==> src/rtl/fetch_stage_if.sv <==
// Instruction-memory request/response bundle between the fetch stage and imem.
// One outstanding request at a time; handshake is imem_req & imem_gnt.
interface fetch_stage_if;
  logic        imem_req;
  logic [31:0] imem_addr;
  logic        imem_gnt;
  logic        imem_rvalid;
  logic [31:0] imem_rdata;

  modport master (
    output imem_req,
    output imem_addr,
    input  imem_gnt,
    input  imem_rvalid,
    input  imem_rdata
  );

  modport slave (
    input  imem_req,
    input  imem_addr,
    output imem_gnt,
    output imem_rvalid,
    output imem_rdata
  );
endinterface

==> src/rtl/fetch_stage.sv <==
// Instruction fetch stage: single-outstanding imem requester feeding the IF/ID
// register, with a one-entry skid buffer for decode stalls and redirect flush.
module fetch_stage #(
  parameter logic [31:0] RESET_PC = 32'h0000_3000
) (
  input  logic         clk,
  input  logic         reset,
  fetch_stage_if.master imem,
  input  logic         stall_D,
  input  logic         redirect,
  input  logic [31:0]  redirect_pc,
  output logic [31:0]  instr_D,
  output logic [31:0]  PC_D,
  output logic         valid_D
);

  typedef enum logic [1:0] {
    S_REQ  = 2'd0,
    S_WAIT = 2'd1,
    S_FULL = 2'd2
  } state_t;

  state_t      state_r, state_s;
  logic [31:0] pc_f_r, pc_f_s, pc_inc_s;
  logic        kill_r, kill_s;
  logic [31:0] buf_instr_r, buf_pc_r;
  logic        buf_load_s;
  logic [31:0] instr_d_r, pc_d_r;
  logic        valid_d_r;
  logic        ifid_load_s;
  logic [31:0] ifid_instr_s, ifid_pc_s;
  logic        ifid_valid_s;
  logic        imem_req_s;
  logic        accept_s;

  // Request is only driven from REQ and never while reset is held.
  always_comb begin
    imem_req_s = (state_r == S_REQ) & ~reset;
    accept_s   = imem_req_s & imem.imem_gnt;
    pc_inc_s   = pc_f_r + 32'd4;
  end

  assign imem.imem_req  = imem_req_s;
  assign imem.imem_addr = pc_f_r;
  assign instr_D        = instr_d_r;
  assign PC_D           = pc_d_r;
  assign valid_D        = valid_d_r;

  // Next-state, next-PC and IF/ID update selection.
  always_comb begin
    state_s      = state_r;
    pc_f_s       = pc_f_r;
    kill_s       = kill_r;
    buf_load_s   = 1'b0;
    ifid_load_s  = 1'b0;
    ifid_instr_s = 32'h0000_0000;
    ifid_pc_s    = 32'h0000_0000;
    ifid_valid_s = 1'b0;
    if (redirect) begin
      // Flush wins over stall: IF/ID takes a bubble, target is word aligned.
      pc_f_s      = redirect_pc & 32'hFFFF_FFFC;
      ifid_load_s = 1'b1;
      kill_s      = 1'b0;
      case (state_r)
        S_REQ: begin
          if (accept_s) begin
            state_s = S_WAIT;
            kill_s  = 1'b1;
          end else begin
            state_s = S_REQ;
          end
        end
        S_WAIT: begin
          if (imem.imem_rvalid) begin
            state_s = S_REQ;
          end else begin
            state_s = S_WAIT;
            kill_s  = 1'b1;
          end
        end
        S_FULL:  state_s = S_REQ;
        default: state_s = S_REQ;
      endcase
    end else begin
      ifid_load_s = ~stall_D;
      case (state_r)
        S_REQ: begin
          if (accept_s) begin
            state_s = S_WAIT;
          end else begin
            state_s = S_REQ;
          end
        end
        S_WAIT: begin
          if (!imem.imem_rvalid) begin
            state_s = S_WAIT;
          end else if (kill_r) begin
            kill_s  = 1'b0;
            state_s = S_REQ;
          end else if (!stall_D) begin
            ifid_instr_s = imem.imem_rdata;
            ifid_pc_s    = pc_f_r;
            ifid_valid_s = 1'b1;
            pc_f_s       = pc_inc_s;
            state_s      = S_REQ;
          end else begin
            buf_load_s = 1'b1;
            state_s    = S_FULL;
          end
        end
        S_FULL: begin
          if (!stall_D) begin
            ifid_instr_s = buf_instr_r;
            ifid_pc_s    = buf_pc_r;
            ifid_valid_s = 1'b1;
            pc_f_s       = pc_inc_s;
            state_s      = S_REQ;
          end else begin
            state_s = S_FULL;
          end
        end
        default: begin
          state_s = S_REQ;
          kill_s  = 1'b0;
        end
      endcase
    end
  end

  // State, PC, skid buffer and IF/ID registers.
  always_ff @(posedge clk) begin
    if (reset) begin
      state_r     <= S_REQ;
      pc_f_r      <= RESET_PC;
      kill_r      <= 1'b0;
      buf_instr_r <= 32'h0000_0000;
      buf_pc_r    <= 32'h0000_0000;
      instr_d_r   <= 32'h0000_0000;
      pc_d_r      <= 32'h0000_0000;
      valid_d_r   <= 1'b0;
    end else begin
      state_r <= state_s;
      pc_f_r  <= pc_f_s;
      kill_r  <= kill_s;
      if (buf_load_s) begin
        buf_instr_r <= imem.imem_rdata;
        buf_pc_r    <= pc_f_r;
      end
      if (ifid_load_s) begin
        instr_d_r <= ifid_instr_s;
        pc_d_r    <= ifid_pc_s;
        valid_d_r <= ifid_valid_s;
      end
    end
  end

endmodule

==> src/flat_wrapper.sv <==
// flat-port wrapper written by rule: the top's interface ports become plain ports
module fetch_stage_flat 
#(
  parameter logic [31:0] RESET_PC = 32'h0000_3000
)
  (clk, reset, stall_D, redirect, redirect_pc, instr_D, PC_D, valid_D, imem_imem_req, imem_imem_addr, imem_imem_gnt, imem_imem_rvalid, imem_imem_rdata);
  fetch_stage_if imem_i ();
  input  logic clk;
  input  logic reset;
  input  logic stall_D;
  input  logic redirect;
  input  logic [31:0] redirect_pc;
  output logic [31:0] instr_D;
  output logic [31:0] PC_D;
  output logic valid_D;
  output wire logic [$bits(imem_i.imem_req)-1:0] imem_imem_req;
  output wire logic [$bits(imem_i.imem_addr)-1:0] imem_imem_addr;
  input wire logic [$bits(imem_i.imem_gnt)-1:0] imem_imem_gnt;
  input wire logic [$bits(imem_i.imem_rvalid)-1:0] imem_imem_rvalid;
  input wire logic [$bits(imem_i.imem_rdata)-1:0] imem_imem_rdata;
  assign imem_imem_req = imem_i.imem_req;
  assign imem_imem_addr = imem_i.imem_addr;
  assign imem_i.imem_gnt = imem_imem_gnt;
  assign imem_i.imem_rvalid = imem_imem_rvalid;
  assign imem_i.imem_rdata = imem_imem_rdata;
  fetch_stage #(.RESET_PC(RESET_PC)) u_core (.clk(clk), .reset(reset), .imem(imem_i), .stall_D(stall_D), .redirect(redirect), .redirect_pc(redirect_pc), .instr_D(instr_D), .PC_D(PC_D), .valid_D(valid_D));
endmodule
==> config.mk <==
export PLATFORM = sky130hd
export DESIGN_NAME = fetch_stage_flat
export DESIGN_NICKNAME = d
export VERILOG_FILES = /design/src/rtl/fetch_stage_if.sv /design/src/rtl/fetch_stage.sv /design/src/flat_wrapper.sv
export SDC_FILE = /design/constraint.sdc
export NUM_CORES = 1
export LEC_CHECK = 0
export CAP_MARGIN = 10
export CORE_AREA = 5 5 131 133
export DETAILED_ROUTE_END_ITERATION = 16
export DIE_AREA = 0 0 136 138
export PLACE_DENSITY_LB_ADDON = 0.25
export SETUP_SLACK_MARGIN = 0.02
export SLEW_MARGIN = 30
export SYNTH_ARGS = -nofsm -noshare
export SYNTH_HDL_FRONTEND = slang
export SYNTH_SLANG_ARGS = --single-unit
==> constraint.sdc <==
create_clock -name clk -period 2.09 [get_ports clk]
set_clock_uncertainty 0.2 [all_clocks]
set_input_delay 0.418 -clock clk [delete_from_list [all_inputs] [get_ports clk]]
set_output_delay 0.418 -clock clk [all_outputs]
set_load 0.01 [all_outputs]
==> impl_metrics.yaml, run 1 <==
timing:
  slew_headroom_pct: 58.6
  finalCriticalPeriod_ps: 2110
  slew_violations: 0
  setup_ws_ps: -18.0
  max_freq_mhz: 474
  finalSetupViolCount: 1
  hold_ws_ps: 255
  fin_crit_sh_pct: 101
  worstMarginPinSlew_ps: 622
  rsz0062_at_grt: "yes"
  final_hold_viol_count: 0
power:
  ir_drop_uv: 608
  p_per_area_nw_per_um2: 700
  p_leak_nw: 3.80
clock_network:
  clk_path_buf_depth: 2
  cts_buffers: 17
  cts_tree: "yes"
  clkLatencyLatePin_ps: 420
  clk_pin_slew_ps: 70
  cts_hold_buf: 0
  cts_root_buf: "clkbuf_16"
  h-tree-depth: 4
  cts_sinks: 158
hold_path:
  holdPathEnd: "u_core.buf_pc_r[19]"
  hold_class: "reg2reg"
  hold_path_depth: 2
  min_from: "u_core.buf_pc_r[19]"
detailed_routing:
  drcViolationCount: 0
  ant_nets: 0
  via_count: 7118
  detail_route.wl_per_cell_um: 17.9
  viasPerCell: 5.64
  routed_wl_mm: 22.5
  dr.pass1.iters: 5
  drt_iter0_drc: 587
placed_design:
  dp.cells: 1218
  gp_congestion: 0.887
  dpl_worst_slack_ps: -547
  dp_hpwl_mm: 14.3
  port_buffers: 161
floorplanning:
  die_w_um: 136
  pin_count: 168
  fp.dieArea_um2: 18800
  initial_core_util_pct: 44.6
  die_h_um: 138
  core_area_um2: 15700
  num_rows: 46
synth:
  yosysSeqAreaShare_pct: 45.1
  async_flop_share_pct: 0
  ys_ff_latch: 158
  ys.flop_type: "dfxtp_1"
  synth_warnings: 0
  synth_cells: 841
  avgSynthCellArea_um2: 8.34
  synth_edf_count: 0
  syn_area_um2: 7010
  synthDistinctLibCells: 60
setup_path:
  max_stage_delay_ps: 540
  reg2reg_slack_ps: -20
  rr_startpoint: "u_core.state_r[1]"
  r2r-end: "u_core.imem.imem_addr[15]"
  endpoint_kind: "register"
  crit_fanout: 6
  path_buf_inv: 2
  path_cells: "inv_2, ha_4, and4bb_2, buf_8, o21ai_4, or4_4, a311oi_2"
  crit_type: "reg2reg"
  critPathLaunchType: "register"
  startpoint: "u_core.state_r[1]"
  r2r_cells: 7
  worstPathRequired_ps: 2230
  critPathSlowestCell: "or4_4"
  arrival_ps: 2250
  critical_path.top_delay_family: "simple AND/OR/NAND/NOR gates"
global_routing:
  antenna_found_initial: 0
  grt_pass1_vias: 6744
  grt_first_pass_wirelength_mm: 35.2
  grt_max_degree: 139
  grt_overflow_total: 0
  grt_use_total_pct: 23.0
finish:
  drive_above_1_share_pct: 17.9
  fill_cells: 1312
  area_growth_pct: 47.3
  n_antenna_cell: 0
  instances_no_fill: 1261
  nNetsFinal: 1107
status:
  outcome: "finished with violations"
  violations: "negative setup slack"
job:
  drv_cap: 0
how the worst max path moves through the flow:
| stage | cells after the start | slack [ps] | end |
|---|---|---|---|
| after floorplan | 7 | -40 | u_core.imem.imem_addr[16] |
| after global placement | 7 | -450 | u_core.imem.imem_addr[17] |
| after detailed placement | 7 | -550 | u_core.imem.imem_addr[15] |
| after CTS | 5 | -20 | imem_imem_req |
| after global routing | 7 | -80 | u_core.imem.imem_addr[14] |
| final | 7 | -20 | u_core.imem.imem_addr[15] |
layout by cell type (no fill, tap or decap), drive strengths merged, types with 8 or more instances in the layout:
| cell | instances |
|---|---|
| nor3b | 8 |
| nand2 | 137 |
| clkbuf | 18 |
| a211oi | 10 |
| clkdlybuf4s50 | 138 |
| nor2 | 91 |
| o21ai | 16 |
| a22o | 62 |
| nand4 | 9 |
| a21oi | 69 |
| dlygate4sd2 | 16 |
| dfxtp | 158 |
| a22oi | 64 |
| a311oi | 10 |
| nor3 | 10 |
| nand3 | 16 |
| buf | 91 |
Yosys cell counts (7+ instances only):
library cell / count / share of area, %
a211oi_1: 10 / 1.1
a21oi_1: 69 / 4.9
a22o_1: 62 / 7.7
a22oi_1: 64 / 6.8
a311oi_1: 10 / 1.2
and3_1: 7 / 0.62
buf_1: 10 / 0.54
buf_2: 7 / 0.50
clkbuf_1: 58 / 3.1
dfxtp_1: 158 / 45
nand2_1: 137 / 7.3
nand3_1: 16 / 1.1
nand4_1: 8 / 0.71
nor2_1: 91 / 4.9
nor2b_1: 7 / 0.62
nor3_1: 10 / 0.71
nor3b_1: 7 / 0.75
o21ai_0: 14 / 1.0
final cells by class:
cell class | instances | area, um^2 | area share, %
Clock buffer | 17 | 425 | 4.12
Clock inverter | 15 | 219 | 2.12
Inverter | 7 | 26.3 | 0.254
Multi-Input combinational cell | 597 | 3730 | 36.1
Sequential cell | 158 | 3180 | 30.8
Tap cell | 216 | 270 | 2.62
Timing Repair Buffer | 251 | 2470 | 24.0
worst min-delay path, cell delays in order, from the launching register on:
cell and delay (ps):
dfxtp_1 310, nand2_1 50, a21oi_1 50
routing by layer:
layer	vias up	track usage, %	wire length [um]	share of wire [%]
met5	-	0	0	0
met4	0	7.27	373	1.7
met3	31	4.72	1720	7.6
met2	256	35.5	10300	46
met1	3419	32.2	10200	45
li1	3412	-	-	-
through the flow:
step / power (mW) / instance area (um^2) / TNS (ps) / utilization [%]
6_report: 7.23 / 10300 / -18.0 / 65.7
5_1_grt: 7.44 / 10300 / -297 / 65.7
4_1_cts: 7.22 / 10100 / -27.7 / 64.5
3_5_place_dp: 3.86 / 9360 / -38820 / 59.6
3_3_place_gp: 3.86 / 9360 / -35650 / 59.6
2_1_floorplan: 3.46 / 7070 / -36.5 / -
kinds of logic after synthesis:
logic type	share of synthesized area [%]
other cells	0.0535
flops	45.1
simple gates	21.3
buf+inv	5.19
fa+ha+maj	0.892
compound gates	26.5
xor+xnor	0.874
mux	0.143
sequential cells by signal, summed over array words and instances, names as in the netlist:
signal / cells
u_core.instr_D: 32
u_core.buf_instr_r: 32
u_core.buf_pc_r: 30
u_core.valid_D: 1
u_core.kill_r: 1
u_core.imem.imem_addr: 30
u_core.PC_D: 30
u_core.state_r: 2
where the power goes:
group	switching (mW)	internal (mW)	total [mW]
Combinational	0.364	0.339	0.703
Clock	1.28	2.12	3.40
Sequential	0.0587	3.07	3.13
Total	1.70	5.52	7.23
what timing repair did:
| item | in CTS | in global routing |
|---|---|---|
| buffers inserted | 5 | 5 |
| gates cloned | 1 | 1 |
| setup endpoints to repair | 39 | 66 |
| resized for setup | 49 | 34 |
| pin swaps | 9 | 10 |
| endpoints found under the hold margin | 0 | 0 |
Power figures use the tool's default switching activity.
==> inputs of run 2 (changes only) <==
--- a/config.mk
+++ b/config.mk
@@ -6,9 +6,11 @@
 export NUM_CORES = 1
 export LEC_CHECK = 0
 export CAP_MARGIN = 10
-export CORE_AREA = 5 5 131 133
+export CELL_PAD_IN_SITES_DETAIL_PLACEMENT = 0
+export CELL_PAD_IN_SITES_GLOBAL_PLACEMENT = 2
+export CORE_AREA = 5 5 157 159
 export DETAILED_ROUTE_END_ITERATION = 16
-export DIE_AREA = 0 0 136 138
+export DIE_AREA = 0 0 162 164
 export PLACE_DENSITY_LB_ADDON = 0.25
 export SETUP_SLACK_MARGIN = 0.02
 export SLEW_MARGIN = 30
==> constraint.sdc (replaced) <==
create_clock -name clk -period 2.7 [get_ports clk]
set_clock_uncertainty 0.2 [all_clocks]
set_input_delay 0.54 -clock clk [delete_from_list [all_inputs] [get_ports clk]]
set_output_delay 0.54 -clock clk [all_outputs]
set_load 0.01 [all_outputs]
==> run 2 against run 1 <==
Critical path depth fell by 3. Non-clock buffer count is 49 lower. The flow now finishes without violations. Core utilization down 24 points. Power shrank 24%. Register-to-register slack gained 390 ps.
==> impl_metrics.yaml, run 2 (synthesized netlist as in run 1, its figures left out) <==
finish:
  area_growth_pct: 39.1
  post-route-util_pct: 42.2
  drive_above_1_share_pct: 8.94
  layout_commonest_cell: "clkdlybuf4s50_1"
  instances_no_fill: 1286
  final_cell_mix: "160 x clkdlybuf4s50_1, 158 x dfxtp_1, 136 x nand2_1"
  nNetsFinal: 1058
  n_antenna_cell: 0
detailed_routing:
  detail_route.wl_per_cell_um: 17.8
  routed_wl_mm: 22.9
  dr.pass1.iters: 4
  ant_nets: 0
  via_count: 6509
  drt_iter0_drc: 426
  viasPerCell: 5.06
  drcViolationCount: 0
setup_path:
  critPathLaunchType: "register"
  worstPathRequired_ps: 1960
  crit_fanout: 3
  reg2reg_slack_ps: 370
  endpoint_kind: "output port"
  arrival_ps: 1810
  crit_type: "reg2out"
power:
  ir_drop_uv: 363
  p_leak_nw: 3.35
  p_per_area_nw_per_um2: 560
  power_mw: 5.46
global_routing:
  grt_max_degree: 174
  met3_usage_pct: 4.14
  grt_first_pass_wirelength_mm: 36.3
  grt-busiest-layer: "met2"
  met1_usage_pct: 24.4
  grt_overflow_total: 0
  antenna_found_initial: 0
  use_met2_pct: 26.3
  grt_pass1_vias: 6440
  grt_use_total_pct: 17.1
floorplanning:
  pin_count: 168
  initial_core_util_pct: 30.3
  die_w_um: 162
  fp.dieArea_um2: 26600
  num_rows: 56
  core_area_um2: 23100
  die_h_um: 164
clock_network:
  post_cts_buffers: 0
  clk_pin_slew_ps: 60
  h-tree-depth: 4
  cts_sinks: 158
  cts_buffers: 17
  clk_path_buf_depth: 2
  cts_tree: "yes"
  clkLatencyLatePin_ps: 430
  cts_root_buf: "clkbuf_16"
timing:
  finalCriticalPeriod_ps: 2550
  tns_ps: 0
  max_freq_mhz: 392
  rsz0062_at_grt: "no"
  hold_ws_ps: 253
  slew_violations: 0
  finalSetupViolCount: 0
  fin_crit_sh_pct: 94.6
  final_hold_viol_count: 0
  slew_headroom_pct: 30.3
  worstMarginPinSlew_ps: 1050
hold_path:
  hold_class: "reg2reg"
placed_design:
  dp_hpwl_mm: 14.7
  port_buffers: 161
  gp_congestion: 0.769
  dp.cells: 1254
job:
  drv_cap: 0
status:
  outcome: "completed"
[run 2: cell count changes in the layout (fill, tap and decap cells not counted), sizes merged, moves of 3 or more]
cell	before	now
buf	91	42
clkbuf	18	21
clkdlybuf4s50	138	160
clkinv	7	2
dlygate4sd2	16	0
dlymetal6s2s	5	0
[run 2: per-layer routing]
metal | vias up | routed length, um
met5 | - | 0
li1 | 3316 | -
met1 | 3030 | 11400
met2 | 152 | 10200
met3 | 11 | 1050
met4 | 0 | 199
[run 2: worst max-delay path, cell delays in order, from the launching register on]
cell	delay, ps
dfxtp_1	330
inv_1	90
ha_1	200
nor2b_2	200
clkdlybuf4s50_1	570
[run 2: final cells by class]
class | instances | area [um^2]
Clock buffer | 21 | 470
Timing Repair Buffer | 202 | 2050
Multi-Input combinational cell | 597 | 3530
Fill cell | 2346 | 13400
Tap cell | 290 | 363
Clock inverter | 11 | 155
Sequential cell | 158 | 3160
Inverter | 7 | 26.3
[run 2: final timing paths]
kind,start,end,cells after the start
max,u_core.state_r[0],imem_imem_req,4
min,u_core.buf_instr_r[16],u_core.buf_instr_r[16],2
max reg2reg,u_core.state_r[1],u_core.imem.imem_addr[17],6
min reg2reg,u_core.buf_instr_r[16],u_core.buf_instr_r[16],2
[run 2: timing repair]
action | 4_1_cts | 5_1_grt
resized for setup | 0 | 1
endpoints found under the setup margin | 0 | 1
hold buffers | 0 | 0
[run 2: through the flow]
step           setup slack [ps]  instance area, um^2
5_1_grt                    56.4                 9760
4_1_cts                    60.4                 9760
2_1_floorplan               513                 7030
6_report                    146                 9760
3_5_place_dp              -53.1                 9130
3_3_place_gp              -59.1                 9130
[run 2: where the power goes]
group,total [mW],switching (mW),internal (mW)
Clock,2.55,1.01,1.54
Combinational,0.483,0.246,0.237
Sequential,2.43,0.0581,2.37
